## src/rtl/alu_arbiter.sv

```systemverilog
// Round-robin arbiter and sequencer for the shared ALU.
// Two requesters, one op in flight, registered operands and results.
module alu_arbiter #(
    parameter int WIDTH = 32
) (
    input  logic             clk,
    input  logic             rst,
    input  logic             req0_valid,
    input  logic             req1_valid,
    output logic             req0_ready,
    output logic             req1_ready,
    input  logic [2:0]       req0_op,
    input  logic [2:0]       req1_op,
    input  logic [WIDTH-1:0] req0_a,
    input  logic [WIDTH-1:0] req1_a,
    input  logic [WIDTH-1:0] req0_b,
    input  logic [WIDTH-1:0] req1_b,
    output logic             rsp0_valid,
    output logic             rsp1_valid,
    input  logic             rsp0_ready,
    input  logic             rsp1_ready,
    output logic [WIDTH-1:0] rsp_out,
    output logic             rsp_zero,
    output logic             rsp_oflow,
    output logic [2:0]       alu_op,
    output logic [WIDTH-1:0] alu_a,
    output logic [WIDTH-1:0] alu_b,
    input  logic [WIDTH-1:0] alu_out,
    input  logic             alu_zero,
    input  logic             alu_oflow
);

    typedef enum logic [1:0] {
        IDLE = 2'd0,
        EXEC = 2'd1,
        RESP = 2'd2
    } state_t;

    state_t           state;
    logic             owner;
    logic             prio;
    logic [2:0]       op_r;
    logic [WIDTH-1:0] a_r;
    logic [WIDTH-1:0] b_r;
    logic [WIDTH-1:0] out_r;
    logic             zero_r;
    logic             oflow_r;

    logic any_req;
    logic winner;
    logic rsp_take;

    // Winner pick: a lone request wins outright, a tie goes to prio.
    always_comb begin
        any_req = req0_valid | req1_valid;
        if (req0_valid && req1_valid) begin
            winner = prio;
        end else begin
            winner = req1_valid;
        end
        req0_ready = (state == IDLE) && req0_valid && !winner;
        req1_ready = (state == IDLE) && winner;
        rsp0_valid = (state == RESP) && !owner;
        rsp1_valid = (state == RESP) && owner;
        rsp_take   = owner ? rsp1_ready : rsp0_ready;
    end

    assign alu_op    = op_r;
    assign alu_a     = a_r;
    assign alu_b     = b_r;
    assign rsp_out   = out_r;
    assign rsp_zero  = zero_r;
    assign rsp_oflow = oflow_r;

    // Sequencer: accept, run the ALU for one cycle, hold the result.
    always_ff @(posedge clk) begin
        if (rst) begin
            state   <= IDLE;
            owner   <= 1'b0;
            prio    <= 1'b0;
            op_r    <= '0;
            a_r     <= '0;
            b_r     <= '0;
            out_r   <= '0;
            zero_r  <= 1'b0;
            oflow_r <= 1'b0;
        end else begin
            unique case (state)
                IDLE: begin
                    if (any_req) begin
                        owner <= winner;
                        op_r  <= winner ? req1_op : req0_op;
                        a_r   <= winner ? req1_a : req0_a;
                        b_r   <= winner ? req1_b : req0_b;
                        state <= EXEC;
                    end
                end
                EXEC: begin
                    out_r   <= alu_out;
                    zero_r  <= alu_zero;
                    oflow_r <= alu_oflow;
                    state   <= RESP;
                end
                RESP: begin
                    if (rsp_take) begin
                        prio  <= ~owner;
                        state <= IDLE;
                    end
                end
                default: state <= IDLE;
            endcase
        end
    end

endmodule

```

## config.mk

```make
export PLATFORM = sky130hd
export DESIGN_NAME = alu_arbiter
export DESIGN_NICKNAME = d
export VERILOG_FILES = /design/src/rtl/alu_arbiter.sv
export SDC_FILE = /design/constraint.sdc
export NUM_CORES = 1
export LEC_CHECK = 0
export CELL_PAD_IN_SITES_DETAIL_PLACEMENT = 1
export CELL_PAD_IN_SITES_GLOBAL_PLACEMENT = 1
export CORE_UTILIZATION = 26
export CTS_CLUSTER_SIZE = 40
export DETAILED_ROUTE_END_ITERATION = 12
export GPL_TIMING_DRIVEN = 1
export PLACE_DENSITY = 0.9
export RECOVER_POWER = 100
export SETUP_SLACK_MARGIN = 0.4
export SLEW_MARGIN = 20
export SYNTH_ARGS = -nofsm -noshare
export SYNTH_HDL_FRONTEND = slang
export SYNTH_SLANG_ARGS = --single-unit
```

## constraint.sdc

```tcl
create_clock -name clk -period 2.2 [get_ports clk]
set_input_delay 0.44 -clock clk [delete_from_list [all_inputs] [get_ports clk]]
set_output_delay 0.44 -clock clk [all_outputs]
set_load 0.05 [all_outputs]
```

==> results summary <==
The run finished with clean final reports. The DRC marker count from the first detailed-route iteration is ~210. The power per standard cell area came out at 747 nW/um^2. The number of optimization iterations in the first detailed-route pass is 4.

The worst setup path is captured at a primary output. The number of placement rows came out at 48. In this run the worst hold path is classified as reg2reg. In the post-synthesis netlist, the biggest area contributors are dfxtp_1, a21oi_1, a311oi_1, nand3_1, o21ai_0.

Summed over all instances, the cell type with the most area after synthesis is dfxtp_1. The remaining antenna violation count is 0. Setup repair after global routing left no endpoint under its margin. In this run the static leakage power is roughly 3.1 nW. The final wirelength is 20.4 mm.

Counting buffers and inverters, the worst setup path is 3 cells deep. For this run, design rule violations remaining after detail routing come to 0. The initial utilization of the core area, before any placement, comes to 0.269. The area growth from synthesis to layout is 67.8%. The largest stage delay on the critical path is approximately 400 ps. The number of hold buffers added after cts is 0. The HPWL after detailed placement came out at approximately 14 mm. The final-report max-slew violation count is 0. The remaining max-slew budget at the tightest pin came out at 0.519. The combined buffer and inverter count along the critical path is 1. The critical path's top delay family is simple AND/OR/NAND/NOR gates. No sink is reached through more buffers than the 2 on the longest clock path. The mean instance size in the synthesized netlist came out at 8.20 sq um. Clock tree synthesis inserted a total of 9 buffers. The fraction of final layout cells sized beyond drive strength 1 is 0.0838. The critical path arrival is 1420 ps. The global-route congestion overflow total is 0. The insertion delay to the later sink of the worst-skew pair is between 300 and 400 ps. The synthesized cell area came out at about 4700 sq um. Counting cells, the worst reg-to-reg path comes to 6. Between clock sinks in the finished design, the worst skew comes to 11.6 ps. The mean routed wirelength per cell is 19.4 microns. The global routing usage summed across all routing layers is 0.215. The pin slew with the least headroom to its limit is 722 ps. The quantity of I/O buffers inserted on ports came out at 278. The number of top-level pins is between 200 and 300. The cell depth of the worst min-delay path came out at 2. The final layout contains 992 nets. The first global-routing pass estimated 30.8 mm of wire.

The die boundary height came out at about 140 microns. The via density per instance came out at 5.31. The post-synthesis net count is around 750.

The count of synthesis-stage warnings from yosys is 0. The routed design could run at a clock period as short as 1860 ps. Routability-driven placement finished with a final weighted congestion of 0.756. In the layout the commonest cells are clkdlybuf4s50_1, a21oi_1, dfxtp_1, dlygate4sd2_1, nand2_1.

The diode insertion count for antenna repair is 0. The power consumption came out at 5.89 mW. TritonCTS built the clock tree. In the synthesized netlist, the number of instances is 573. CTS placed an instance of clkbuf_16 at the clock tree root. The number of H-tree branching levels came out at 3. The synthesized design contains ~110 register bits. The peak ir drop on the vdd network is 0.000336 V.

The final critical-path share of the clock period is 0.847. The number of endpoints failing setup at the final stage is 0. The portion of the post-synthesis area used by sequential elements came out at 0.448. The fraction of synthesized cell area taken by the top area cell type came out at 0.448.

The slowest stage of the critical path belongs to the cell dfxtp_2. The number of clock sinks seen by CTS came out at 105. STA classifies the critical path startpoint as a register.

The total via count in the routed design is between 5000 and 6000. The number of antenna violations at the first check in global routing is 1. The clock input transition at the sequential cells of the worst setup and hold paths is 80 ps.

The number of failing hold endpoints at the final stage was 0. The area inside the core boundary came out at 17500 sq um. The critical path goes through nor2b_1, nor2b_1, buf_6. By startpoint and endpoint, the worst setup path is classified as reg2out. The floorplan step defined a die boundary enclosing 18600 sq um. The library cell used most frequently in the layout, excluding fill and tap cells, is clkdlybuf4s50_1. Entering global routing, the biggest net connects 52 pins. The worst-path maximum fanout is 5. By instance count, the cell type seen most on the critical path is nor2b_1. The final-layout setup total negative slack is 0 ps. Max-cap violations in this run came to 0. At the worst endpoint, the required time is 1760 ps. The number of distinct library cells after synthesis came out at 24. Derived from the worst setup path, the maximum achievable clock frequency is 536 MHz. The via count of the first global-routing pass is 5713. The filler cells instantiated in the layout total 2092.

Measured along the x axis, the die boundary spans 136 microns.
## path summary, 6_finish.rpt
kind,slack [ps],from,endpoint
max,340,state[1]$_SDFFE_PP0P_,rsp0_valid
min,450,rsp_out[18]$_SDFFE_PP0N_,rsp_out[18]$_SDFFE_PP0N_
max reg2reg,380,prio$_SDFFE_PP0P_,alu_b[5]$_SDFFE_PP0P_
min reg2reg,450,rsp_out[18]$_SDFFE_PP0N_,rsp_out[18]$_SDFFE_PP0N_
## cells in the mapped netlist
master	count
a21oi_1	104
buf_6	3
inv_2	1
mux2i_1	1
o21ai_1	10
buf_1	3
and2_1	2
buf_2	11
inv_1	2
dfxtp_1	105
nand2b_1	2
and3_1	2
nor2_1	2
a2111oi_0	1
nand2_1	69
clkbuf_1	55
a311oi_2	19
a21bo_2	1
or2_1	1
o21ai_0	57
nand3_1	68
nor2b_1	5
clkbuf_2	1
a311oi_1	48
## power breakdown
group	internal, mW	switching, mW	leakage, nW
registers	2.10	0.111	0.868
logic	0.742	1.35	2.11
clock network	0.804	0.777	0.139
## logic make-up (layout without fill, tap and decap cells)
logic type | Yosys count | after routing | share of synthesized area
compound gates | 240 | 240 | 0.336
mux | 1 | 1 | 0.00213
buf+inv | 76 | 326 | 0.0687
flops | 105 | 105 | 0.448
simple gates | 151 | 151 | 0.145
## per-stage QoR
stage / util / setup slack [ps] / area, sq um / cells / hold slack [ps]
detailed placement: 0.444 / 155 / 7760 / 1027 / 448
global placement: 0.444 / 169 / 7760 / 1027 / 441
finish: 0.451 / 336 / 7880 / 1048 / 453
global route: 0.451 / 213 / 7880 / 1048 / 478
floorplan: - / 418 / 4700 / 573 / 462
CTS: 0.456 / 379 / 7960 / 1045 / 456
## sequential cells by signal (all words and copies together), names as in the netlist
| signal | cells |
|---|---|
| alu_a | 32 |
| alu_b | 32 |
| alu_op | 3 |
| owner | 1 |
| prio | 1 |
| rsp_oflow | 1 |
| rsp_out | 32 |
| rsp_zero | 1 |
| state | 2 |
## tightest hold or removal path: stages (launching register included)
cell	delay (ps)
dfxtp_1	310
nand2_1	50
a21oi_1	50
## repair_timing
action	4_1_cts	5_1_grt
gates resized for setup	110	2
setup endpoints to repair	105	2
setup buffers	2	3
pin swaps	0	1
## per-layer routing
metal  share of wire  vias up  GRT usage
met5               0        -          0
met4           0.027        0     0.0747
li1                -     2602          -
met2            0.49      249      0.381
met1            0.39     2670      0.241
met3           0.097       39     0.0682
## final cells by class
cell class	count	area (sq um)	area share
Clock buffer	10	239	0.0303
Clock inverter	6	40.0	0.00508
Inverter	3	11.3	0.00143
Multi-Input combinational cell	392	2240	0.284
Sequential cell	105	2110	0.267
Tap cell	225	282	0.0357
Timing Repair Buffer	307	2960	0.376
(Power assumes the default switching activity.)
